--- src/rtl/mag_seq_pkg.sv ---
// Shared types and defaults for the magnetron pulse sequencer.
package mag_seq_pkg;

    localparam int unsigned TIME_W_DEF = 8;

    typedef enum logic [2:0] {
        ST_INIT    = 3'd0,
        ST_IDLE    = 3'd1,
        ST_ARMED   = 3'd2,
        ST_COOKING = 3'd3,
        ST_PAUSED  = 3'd4,
        ST_DONE    = 3'd5
    } state_e;

endpackage

--- src/rtl/mag_pulse_seq_if.sv ---
// Command/status bundle between the keypad/timer front end and the cook sequencer.
interface mag_pulse_seq_if
    import mag_seq_pkg::*;
#(
    parameter int unsigned TIME_W = TIME_W_DEF
) ();

    logic              load;
    logic [TIME_W-1:0] load_time;
    logic              start;
    logic              clear;
    logic              door_closed;
    logic              tick;
    logic              S;
    logic              R;
    logic              cooking;
    logic              done;
    logic [TIME_W-1:0] time_left;
    logic              beep;

    // Front end: issues commands, observes latch pulses and status.
    modport master (
        output load, load_time, start, clear, door_closed, tick,
        input  S, R, cooking, done, time_left, beep
    );

    // Sequencer side.
    modport slave (
        input  load, load_time, start, clear, door_closed, tick,
        output S, R, cooking, done, time_left, beep
    );

endinterface

--- src/rtl/mag_seq_timer.sv ---
// Loadable seconds down-counter with tick enable and zero/one flags.
module mag_seq_timer #(
    parameter int unsigned TIME_W = 8
) (
    input  logic              clk,
    input  logic              rst_n,
    input  logic              load_en,
    input  logic [TIME_W-1:0] load_val,
    input  logic              dec_en,
    output logic [TIME_W-1:0] count,
    output logic              is_zero_c,
    output logic              is_one_c
);

    // Load wins over decrement; decrement never wraps below zero.
    always_ff @(posedge clk or negedge rst_n) begin
        if (!rst_n) begin
            count <= '0;
        end else if (load_en) begin
            count <= load_val;
        end else if (dec_en && !is_zero_c) begin
            count <= count - TIME_W'(1);
        end
    end

    // Flags decoded from the count register.
    assign is_zero_c = (count == '0);
    assign is_one_c  = (count == TIME_W'(1));

endmodule

--- src/rtl/mag_pulse_seq.sv ---
// Cook sequencer producing single-cycle S/R pulses for the magnetron SR latch.
// Optional completion beep enabled with `define MAG_SEQ_BEEP_EN.
module mag_pulse_seq
    import mag_seq_pkg::*;
#(
    parameter int unsigned TIME_W = TIME_W_DEF
`ifdef MAG_SEQ_BEEP_EN
    , parameter int unsigned BEEP_TICKS = 3
`endif
) (
    input logic            clk,
    input logic            rst_n,
    mag_pulse_seq_if.slave bus
);

    state_e            state_q;
    state_e            state_d;
    logic              s_d;
    logic              r_d;
    logic              done_d;
    logic              s_q;
    logic              r_q;
    logic              done_q;
    logic              cooking_q;
    logic              tmr_load;
    logic [TIME_W-1:0] tmr_val;
    logic              tmr_dec;
    logic [TIME_W-1:0] tmr_count;
    logic              tmr_zero;
    logic              tmr_one;

    mag_seq_timer #(
        .TIME_W (TIME_W)
    ) u_timer (
        .clk       (clk),
        .rst_n     (rst_n),
        .load_en   (tmr_load),
        .load_val  (tmr_val),
        .dec_en    (tmr_dec),
        .count     (tmr_count),
        .is_zero_c (tmr_zero),
        .is_one_c  (tmr_one)
    );

    // State register.
    always_ff @(posedge clk or negedge rst_n) begin
        if (!rst_n) begin
            state_q <= ST_INIT;
        end else begin
            state_q <= state_d;
        end
    end

    // Next state, pulse requests and timer control; clear > door open > load > start > tick.
    always_comb begin
        state_d  = state_q;
        s_d      = 1'b0;
        r_d      = 1'b0;
        done_d   = 1'b0;
        tmr_load = 1'b0;
        tmr_val  = '0;
        tmr_dec  = 1'b0;

        if (state_q == ST_INIT) begin
            // Force the latch off once after reset.
            r_d     = 1'b1;
            state_d = ST_IDLE;
        end else if (bus.clear) begin
            tmr_load = 1'b1;
            tmr_val  = '0;
            r_d      = (state_q == ST_COOKING);
            state_d  = ST_IDLE;
        end else begin
            case (state_q)
                ST_COOKING: begin
                    if (!bus.door_closed) begin
                        // Door opened: latch off, keep remaining time, drop any tick.
                        r_d     = 1'b1;
                        state_d = ST_PAUSED;
                    end else if (bus.tick) begin
                        if (tmr_one) begin
                            tmr_load = 1'b1;
                            tmr_val  = '0;
                            r_d      = 1'b1;
                            done_d   = 1'b1;
                            state_d  = ST_DONE;
                        end else begin
                            tmr_dec = 1'b1;
                        end
                    end
                end
                ST_IDLE, ST_ARMED, ST_DONE: begin
                    if (bus.load) begin
                        tmr_load = 1'b1;
                        tmr_val  = bus.load_time;
                        state_d  = (bus.load_time != '0) ? ST_ARMED : ST_IDLE;
                    end else if (bus.start && (state_q == ST_ARMED)
                                 && bus.door_closed && !tmr_zero) begin
                        s_d     = 1'b1;
                        state_d = ST_COOKING;
                    end
                end
                ST_PAUSED: begin
                    if (bus.start && bus.door_closed && !tmr_zero) begin
                        s_d     = 1'b1;
                        state_d = ST_COOKING;
                    end
                end
                default: begin
                    state_d = ST_IDLE;
                end
            endcase
        end
    end

    // Registered pulse and status outputs.
    always_ff @(posedge clk or negedge rst_n) begin
        if (!rst_n) begin
            s_q       <= 1'b0;
            r_q       <= 1'b0;
            done_q    <= 1'b0;
            cooking_q <= 1'b0;
        end else begin
            s_q       <= s_d;
            r_q       <= r_d;
            done_q    <= done_d;
            cooking_q <= (state_d == ST_COOKING);
        end
    end

    assign bus.S         = s_q;
    assign bus.R         = r_q;
    assign bus.done      = done_q;
    assign bus.cooking   = cooking_q;
    assign bus.time_left = tmr_count;

`ifdef MAG_SEQ_BEEP_EN
    localparam int unsigned BEEP_W = (BEEP_TICKS > 1) ? $clog2(BEEP_TICKS + 1) : 1;

    logic              beep_q;
    logic [BEEP_W-1:0] beep_cnt_q;

    // Beep starts with done, lasts BEEP_TICKS ticks; clear/load silence it.
    always_ff @(posedge clk or negedge rst_n) begin
        if (!rst_n) begin
            beep_q     <= 1'b0;
            beep_cnt_q <= '0;
        end else if ((state_q != ST_INIT) && (bus.clear || bus.load)) begin
            beep_q     <= 1'b0;
            beep_cnt_q <= '0;
        end else if (done_d) begin
            beep_q     <= 1'b1;
            beep_cnt_q <= BEEP_W'(BEEP_TICKS);
        end else if (beep_q && bus.tick) begin
            beep_cnt_q <= beep_cnt_q - BEEP_W'(1);
            if (beep_cnt_q <= BEEP_W'(1)) begin
                beep_q <= 1'b0;
            end
        end
    end

    assign bus.beep = beep_q;
`else
    assign bus.beep = 1'b0;
`endif

endmodule

--- src/flat_wrapper.sv ---
// flat-port wrapper written by rule: the top's interface ports become plain ports
module mag_pulse_seq_flat import mag_seq_pkg::*;
#(
    parameter int unsigned TIME_W = TIME_W_DEF

)
  (clk, rst_n, bus_load, bus_load_time, bus_start, bus_clear, bus_door_closed, bus_tick, bus_S, bus_R, bus_cooking, bus_done, bus_time_left, bus_beep);
  mag_pulse_seq_if #(.TIME_W(TIME_W)) bus_i ();
  input logic clk;
  input logic rst_n;
  input wire logic [$bits(bus_i.load)-1:0] bus_load;
  input wire logic [$bits(bus_i.load_time)-1:0] bus_load_time;
  input wire logic [$bits(bus_i.start)-1:0] bus_start;
  input wire logic [$bits(bus_i.clear)-1:0] bus_clear;
  input wire logic [$bits(bus_i.door_closed)-1:0] bus_door_closed;
  input wire logic [$bits(bus_i.tick)-1:0] bus_tick;
  output wire logic [$bits(bus_i.S)-1:0] bus_S;
  output wire logic [$bits(bus_i.R)-1:0] bus_R;
  output wire logic [$bits(bus_i.cooking)-1:0] bus_cooking;
  output wire logic [$bits(bus_i.done)-1:0] bus_done;
  output wire logic [$bits(bus_i.time_left)-1:0] bus_time_left;
  output wire logic [$bits(bus_i.beep)-1:0] bus_beep;
  assign bus_i.load = bus_load;
  assign bus_i.load_time = bus_load_time;
  assign bus_i.start = bus_start;
  assign bus_i.clear = bus_clear;
  assign bus_i.door_closed = bus_door_closed;
  assign bus_i.tick = bus_tick;
  assign bus_S = bus_i.S;
  assign bus_R = bus_i.R;
  assign bus_cooking = bus_i.cooking;
  assign bus_done = bus_i.done;
  assign bus_time_left = bus_i.time_left;
  assign bus_beep = bus_i.beep;
  mag_pulse_seq #(.TIME_W(TIME_W)) u_core (.clk(clk), .rst_n(rst_n), .bus(bus_i));
endmodule
--- config.mk ---
export PLATFORM = sky130hd
export DESIGN_NAME = mag_pulse_seq_flat
export DESIGN_NICKNAME = d
export VERILOG_FILES = /design/src/rtl/mag_seq_pkg.sv /design/src/rtl/mag_pulse_seq_if.sv /design/src/rtl/mag_seq_timer.sv /design/src/rtl/mag_pulse_seq.sv /design/src/flat_wrapper.sv
export SDC_FILE = /design/constraint.sdc
export NUM_CORES = 1
export LEC_CHECK = 0
export ABC_AREA = 1
export CAP_MARGIN = 10
export CELL_PAD_IN_SITES_DETAIL_PLACEMENT = 1
export CELL_PAD_IN_SITES_GLOBAL_PLACEMENT = 1
export CORE_UTILIZATION = 37
export DETAILED_ROUTE_END_ITERATION = 10
export GPL_ROUTABILITY_DRIVEN = 0
export PLACE_DENSITY_LB_ADDON = 0.1
export SYNTH_ARGS = -nofsm -noshare
export SYNTH_HDL_FRONTEND = slang
export SYNTH_SLANG_ARGS = --single-unit
--- constraint.sdc ---
create_clock -name clk -period 4.2 [get_ports clk]
set_input_delay 0.63 -clock clk [delete_from_list [all_inputs] [get_ports clk]]
set_output_delay 0.63 -clock clk [all_outputs]
set_load 0.005 [all_outputs]
Word-level counts from Yosys, hierarchy flattened
Index checks and enable logic that the tools add are counted.
Widths: inputs -> output; s select.
{ "totals": {"in_bits": 15, "elab_cells": 68, "reg_bits": 15} }
{ "op_classes": {"n_reduce_logical": 12, "muxes": 42, "eq_ne": 7, "n_addsub": 1} }
{ "ops": {"columns": ["op", "count"], "rows": [
  ["$mux 8", 6],
  ["$mux 1", 24],
  ["$mux 3", 8],
  ["$eq 3x2->1 const B", 3],
  ["$pmux 3 s3", 1],
  ["$eq 8x1->1 const B", 1],
  ["$logic_not 8->1", 1],
  ["$reduce_bool 8->1", 1],
  ["$sub 8x1->8 const B", 1],
  ["$eq 3x3->1 const B", 2],
  ["$logic_and 1x1->1", 6],
  ["$pmux 1 s2", 2],
  ["$eq 3x1->1 const B", 1],
  ["$logic_not 3->1", 1],
  ["$reduce_or 3->1", 1],
  ["$mux 2", 1],
  ["$reduce_bool 2->1", 1],
  ["$logic_not 1->1", 1]
]} }

Depth between registers and ports, before layout
Gate-level depths: netlist (run 1).
{ "logic_depth": {"word_depth": 10, "mapped_depth": 12, "ltp_nobuf": 11} }

Modules after synthesis
From an unflattened synthesis (run 1), not the netlist that was laid out.
{ "unflattened": {"cells_unflattened": 160, "hier_area_um2": 1179.9} }
{ "modules_own_cells": {"columns": ["module", "seq_area_each_um2", "cells_per_inst", "n_inst", "area_each_um2"], "rows": [
  ["mag_seq_timer", 200.2, 79, 1, 603.1],
  ["mag_pulse_seq", 175.2, 81, 1, 576.8]
]} }

Worst setup path after synthesis (run 1)
Ideal clock, no wire load.
{ "synth_timing": {"path_type": "flip-flop to flip-flop", "startpoint": "reg u_core.u_timer.count[0]", "endpoint": "reg u_core.u_timer.count[2]", "required_ps": 4087, "synth_period_minus_slack_ps": 1555, "path_slack_ps": 2645, "stages_incl_launch_ff": 10, "path_buffers": 0, "arrival_ps": 1442, "setup_time_ps": 113, "cell_sequence": "dfrtp_1 inv_1 ha_1 nand2_1 a21oi_1 nor2_4 nand2_4 nand3b_1 nand2_1 inv_1"} }
{ "synth_via": {"elab_chain_cells": 9} }
{ "synth_lines": {"columns": ["element", "line_no", "source"], "rows": [
  ["start, declared", "mag_seq_timer.sv:10", "output logic [TIME_W-1:0] count,"],
  ["start signal, assigned", "mag_seq_timer.sv:20", "count <= load_val;"],
  ["start signal, assigned", "mag_seq_timer.sv:22", "count <= count - TIME_W'(1);"],
  ["$eq 8x1->1", "mag_seq_timer.sv:28", "assign is_one_c = (count == TIME_W'(1));"],
  ["$mux 1", "mag_pulse_seq.sv:81", "if (tmr_one) begin"],
  ["$mux 1", "mag_pulse_seq.sv:80", "end else if (bus.tick) begin"],
  ["$mux 1", "mag_pulse_seq.sv:76", "if (!bus.door_closed) begin"],
  ["$mux 1", "mag_pulse_seq.sv:74", "case (state_q)"],
  ["$mux 1", "mag_pulse_seq.sv:68", "end else if (bus.clear) begin"],
  ["$mux 1", "mag_pulse_seq.sv:64", "if (state_q == ST_INIT) begin"],
  ["$logic_and 1x1->1", "mag_seq_timer.sv:21", "end else if (dec_en && !is_zero_c) begin"],
  ["$reduce_bool 2->1 (no line)", null, null]
]} }
Several ways; a longest one is shown, not always the timed one. The select of a mux whose other input is x is not followed.
A chain may end at the register's enable or synchronous reset.

Worst setup path after layout (run 1)
{ "layout_timing": {"startpoint": "reg u_core.u_timer.count[2]", "endpoint": "out bus_time_left[2]"} }
{ "layout_lines": {"columns": ["element", "line_no", "source"], "rows": [
  ["end, declared", "flat_wrapper.sv:21", "output wire logic [$bits(bus_i.time_left)-1:0] bus_time_left;"]
]} }
No word-level cell between the ends.

==> flow_metrics.py, run 1 <==
metrics = {
    "worst_hold_path": {
        "min_from": "u_core.u_timer.count[7]",
        "hold_class": "flop to flop",
        "hold_end": "u_core.u_timer.count[7]",
        "hold_depth": 2,
    },
    "synth": {
        "synth_fp_nets": 189,
        "synth.distinct_cells": 28,
        "ys_seq_area_share_pct": 31.8,
        "syn_avg_cell_area_um2": 6.87,
        "syn_area_um2": 1180,
        "synth_seq_cells": 15,
        "yosys_warnings": 0,
        "synth_cells": 172,
    },
    "pwr": {
        "ir_drop_uv": 238,
        "power.density_nw_per_um2": 486,
        "power.leakage_nw": 0.736,
        "power.total_mw": 0.730,
    },
    "place": {
        "dp_cells": 240,
        "port_buffers": 26,
        "hpwl_um": 2520,
    },
    "clock_network": {
        "cts_buffer_depth": 2,
        "clk_pin_slew_ns": 0.10,
        "postCtsSetupRepairBufs": 0,
        "cts_tree": "built",
        "ctsHtreeMaxLevel": 1,
        "cts_sinks": 15,
        "cts_resized": 0,
        "clock_latency_ns": 0.31,
        "holdBufCountCts": 0,
        "numCtsBuffers": 3,
        "clock-root-buffer": "clkbuf_4",
    },
    "timing": {
        "hold_violations": 0,
        "rsz0062_at_grt": "no",
        "max_freq_mhz": 521,
        "worst_hold_slack_ns": 0.592,
        "relSlewSlack_pct": 50.9,
        "clock_skew_ns": 0.00513,
        "drv_slew": 0,
        "period_needed_ns": 1.92,
        "setup_viol": 0,
        "worstMarginPinSlew_ns": 0.734,
        "post-route-period-util_pct": 45.7,
        "tns_ns": 0,
    },
    "final_layout": {
        "antenna_cells": 0,
        "utilization_pct": 49.3,
        "area_growth_pct": 27.3,
        "drive_gt1_share_pct": 11.5,
        "final_nets": 218,
        "final_cells": 244,
    },
    "routing": {
        "drc": 0,
        "via_count": 1185,
        "wirelength_um": 3210,
        "first_pass_iters": 4,
        "post_drt_wl_per_cell_um": 13.2,
        "viasPerCell": 4.86,
        "ant_nets": 0,
        "drtIter0Drc": 26,
    },
    "critical_path": {
        "worstPathRequired_ns": 3.57,
        "criticalPathCategory": "flop to primary output",
        "crit_chain": "clkdlybuf4s50_1",
        "r2r_slack_ns": 2.33,
        "cp_data_arrival_time_ns": 1.29,
        "path_depth": 1,
        "cp_slowest_cell": "clkdlybuf4s50_1",
        "path_buf_inv": 1,
        "path_delay_family": "buffers and inverters",
        "end_kind": "primary output",
        "slowest_delay_ns": 0.53,
        "cp_max_fo": 5,
        "critPathLaunchType": "flop",
        "rr_endpoint": "u_core.bus.cooking",
        "r2r-start": "u_core.u_timer.count[0]",
        "r2r.worst_path.cells": 9,
    },
    "global_routing": {
        "antenna_found_initial": 0,
        "gr-total-overflow": 0,
        "grt_pass1_vias": 1158,
        "gr-usage-all-layers_pct": 21.3,
        "grt_pass1_wl_um": 5330,
        "grt_max_degree": 18,
    },
    "floorplanning": {
        "row_count": 20,
        "start_util_pct": 38.7,
        "die_x_um": 58.5,
        "io_pins": 28,
        "core_area_um2": 3050,
        "die_h_um": 58.5,
        "die-area_um2": 3420,
    },
    "run": {
        "drv_cap": 0,
    },
    "outcome": {
        "status": "completed",
    },
}
cell usage after synthesis, drive strengths merged:
library cell,instances,area [um^2]
nand3,18,130
o22ai,1,6.26
nand2,62,260
inv,23,86.3
nand3b,5,37.5
buf,2,18.8
xor2,1,8.76
dfrtp,15,375
nand4,2,12.5
conb,1,3.75
or2,1,6.26
o21a,1,7.51
a21oi,3,15.0
nor2,25,126
o21ai,7,38.8
xnor2,1,8.76
a31oi,1,6.26
o211ai,1,7.51
ha,2,25.0
kinds of logic after synthesis:
kind of cell / after synthesis / share of synthesized area, %
AO/OA/AOI/OAI: 14 / 6.89
XOR/XNOR: 2 / 1.48
AND/OR/NAND/NOR: 113 / 48.5
buffers and inverters: 25 / 8.90
adder cells (fa/ha/maj): 2 / 2.12
flip-flops: 15 / 31.8
other: 1 / 0.317
how the worst max path moves through the flow:
stage	start	end	slack (ns)
floorplan	u_core.u_timer.count[0]	u_core.u_timer.count[2]	2.64
global placement	bus_door_closed	u_core.u_timer.count[7]	2.14
detailed placement	bus_door_closed	u_core.u_timer.count[0]	2.09
CTS	u_core.u_timer.count[2]	bus_time_left[2]	2.24
global route	u_core.u_timer.count[0]	u_core.bus.cooking	2.10
finish	u_core.u_timer.count[2]	bus_time_left[2]	2.28
layout by cell type, fill, tap and decap left out, types with 2 or more instances in the layout:
master           instances
nand2_1                 57
clkdlybuf4s50_1         26
nor2_1                  20
inv_1                   20
dfrtp_1                 15
nand3_1                 13
o21ai_0                  6
nand3b_1                 5
nor2_4                   4
inv_2                    3
a21oi_1                  3
nand3_2                  3
nand2_4                  3
clkbuf_4                 3
nand3_4                  2
nand2_2                  2
nand4_1                  2
ha_1                     2
state kept, by name, summed over array words and instances, names as in the netlist:
register	flops
u_core.bus.S	1
u_core.bus.done	1
u_core.u_timer.count	8
u_core.state_q	3
u_core.bus.cooking	1
u_core.bus.R	1
through the flow:
stage	instance area [um^2]	setup WS, ns
after global routing	1500	2.10
after global placement	1480	2.14
after floorplan	1180	2.64
final	1500	2.28
after CTS	1500	2.24
after detailed placement	1480	2.09
metal layers:
| metal | wire length, um | vias up | GRT usage, % |
|---|---|---|---|
| met3 | 96 | 5 | 2.42 |
| met5 | 0 | - | 0 |
| met4 | 65 | 0 | 10.2 |
| met2 | 1480 | 22 | 33.8 |
| li1 | - | 596 | - |
| met1 | 1560 | 562 | 28.8 |
final cells by class:
type | count | area [um^2]
clock buffer | 4 | 26.3
timing repair buffer | 26 | 260
multi-input combinational | 132 | 701
sequential | 15 | 375
inverter | 23 | 86.3
tap | 44 | 55.1
fill | 425 | 1550
where the power goes:
group	leakage [nW]	internal [mW]	switching (mW)
Combinational	0.530	0.181	0.220
Sequential	0.192	0.186	0.0511
Clock	0.0150	0.0372	0.0555
(Power assumes the default switching activity.)
==> run 2, diff against run 1 <==
- CORE_UTILIZATION: 37 -> 34
- clock period: 4.2 -> 2 ns (I/O delays scaled with it)
==> run 2 against run 1 <==
  * Flip-flop and latch count is the same
  * Count of clock-buffer cells in the layout stayed put
  * Combinational power up 110%
  * First-iteration DRC count increased by 73%
  * Final cell count increased by 1.2%
  * Setup slack worse by 2.1 ns
  * Worst hold slack got worse by 0.26 ns
  * Critical path depth grew 8
  * Via count is 2.0% lower
  * Clock skew is 0.0032 ns lower
  * Sequential share of layout area decreased by 0.17 points
  * Sequential power grew 110%
==> flow_metrics.py, run 2 (same netlist as run 1, synthesis figures left out) <==
metrics = {
    "final_layout": {
        "regMostFlops": "u_core.u_timer.count",
        "nFillCells": 447,
        "area_growth_pct": 28.2,
        "final_nets": 219,
        "largest_reg_flops": 8,
        "reg.largest.list": "u_core.u_timer.count (8), u_core.state_q (3)",
        "multi_input_area_um2": 701,
        "antenna_cells": 0,
        "layout_common_cells": "nand2_1 (57), clkdlybuf4s50_1 (26), nor2_1 (20), inv_1 (20), dfrtp_1 (15)",
        "register_area_um2": 375,
        "drive_gt1_share_pct": 11.9,
        "final_common_cell": "nand2_1",
        "final_area_um2": 1510,
    },
    "place": {
        "placed_cell_area_um2": 1490,
        "hpwl_um": 2530,
        "port_buffers": 26,
        "place_ws_ns": 0.227,
    },
    "floorplanning": {
        "die-area_um2": 3710,
        "io_pins": 28,
        "start_util_pct": 35.4,
        "die_x_um": 60.9,
        "die_h_um": 60.9,
        "core_area_um2": 3340,
        "row_count": 21,
    },
    "global_routing": {
        "gr-total-overflow": 0,
        "grt_pass1_vias": 1141,
        "grt_max_degree": 18,
        "gr-usage-all-layers_pct": 19.1,
        "antenna_found_initial": 0,
        "grt_pass1_wl_um": 5150,
    },
    "critical_path": {
        "cp_max_fo": 9,
        "end_kind": "flop",
        "r2r_slack_ns": 0.20,
        "cp_data_arrival_time_ns": 1.99,
        "criticalPathCategory": "flop to flop",
        "worstPathRequired_ns": 2.19,
        "startpoint": "u_core.u_timer.count[0]",
        "r2r-start": "u_core.u_timer.count[0]",
        "r2r.worst_path.cells": 9,
        "rr_endpoint": "u_core.u_timer.count[2]",
        "cp-endpoint": "u_core.u_timer.count[2]",
        "critPathLaunchType": "flop",
    },
    "clock_network": {
        "ctsHtreeMaxLevel": 1,
        "clk_pin_slew_ns": 0.09,
        "cts_tree": "built",
        "postCtsSetupRepairBufs": 0,
        "cts_buffer_depth": 2,
        "numCtsBuffers": 3,
        "cts_resized": 0,
        "cts_sinks": 15,
        "clock_latency_ns": 0.29,
        "holdBufCountCts": 0,
        "clock-root-buffer": "clkbuf_4",
    },
    "pwr": {
        "power.leakage_nw": 0.741,
        "power.density_nw_per_um2": 1010,
        "p_sw_mw": 0.674,
        "pwr-share-seq_pct": 32.7,
        "power.internal_mw": 0.850,
        "swShare_pct": 44.2,
        "p_comb_share_pct": 55.5,
        "power.total_mw": 1.52,
        "ir_drop_uv": 399,
        "power_frac_clock_pct": 11.8,
    },
    "timing": {
        "drv_slew": 0,
        "setup_viol": 0,
        "rsz0062_at_grt": "no",
        "hold_violations": 0,
        "max_freq_mhz": 557,
        "setup_ws_ns": 0.205,
        "clock_skew_ns": 0.00191,
        "period_needed_ns": 1.80,
        "tns_ns": 0,
        "post-route-period-util_pct": 89.8,
    },
    "routing": {
        "ant_nets": 0,
        "drtIter0Drc": 45,
        "via_count": 1161,
        "dr_wl_met2_um": 1450,
        "routed-wl-met3_um": 148,
        "wirelength_um": 3220,
        "dr.max_layer_used": "met4",
        "first_pass_iters": 4,
        "post_drt_wl_per_cell_um": 13.0,
        "drc": 0,
        "viasPerCell": 4.70,
        "wl_met1_um": 1600,
    },
    "worst_hold_path": {
        "hold_class": "input pin to asynchronous set/reset pin",
    },
    "outcome": {
        "status": "completed",
    },
    "run": {
        "drv_cap": 0,
    },
}
run 2: worst min-delay path by stage:
| stage | start | to |
|---|---|---|
| floorplan | rst_n | u_core.bus.R |
| global route | rst_n | u_core.bus.R |
| CTS | rst_n | u_core.state_q[1] |
| finish | rst_n | u_core.bus.R |
| global placement | u_core.u_timer.count[0] | u_core.u_timer.count[0] |
| detailed placement | u_core.u_timer.count[7] | u_core.u_timer.count[7] |
run 2: per-layer routing:
layer / vias up / GRT usage [%]
li1: 596 / -
met1: 537 / 25.3
met2: 26 / 31.7
met3: 2 / 5.33
met4: 0 / 2.92
met5: - / 0
run 2: worst max-delay path, cell delays in order (launching register included):
cell	delay [ns]
dfrtp_1	0.43
inv_1	0.17
ha_1	0.25
nand2_1	0.13
a21oi_1	0.26
nor2_4	0.10
nand2_4	0.14
nand3b_1	0.10
nand2_1	0.08
inv_1	0.04
run 2: cell type report:
class,count,area share (%)
inverter,23,5.70
sequential,15,24.8
timing repair buffer,27,17.7
multi-input combinational,132,46.3
clock buffer,4,1.74
tap,46,3.80
run 2: per-stage QoR:
step / hold slack (ns) / utilization, % / instances
3_5_place_dp: 0.592 / 44.6 / 243
2_1_floorplan: 0.00441 / - / 172
4_1_cts: 0.331 / 45.4 / 247
3_3_place_gp: 0.544 / 44.6 / 243
5_1_grt: 0.335 / 45.4 / 247
6_report: 0.329 / 45.4 / 247
run 2: power groups by stage:
| stage | logic (mW) | registers (mW) | clock network, mW |
|---|---|---|---|
| 6_report | 0.846 | 0.499 | 0.179 |
| 2_1_floorplan | 0.541 | 0.486 | 0 |
| 3_3_place_gp | 0.831 | 0.496 | 0 |
| 3_5_place_dp | 0.848 | 0.504 | 0 |
| 4_1_cts | 0.853 | 0.500 | 0.188 |
| 5_1_grt | 0.960 | 0.513 | 0.206 |
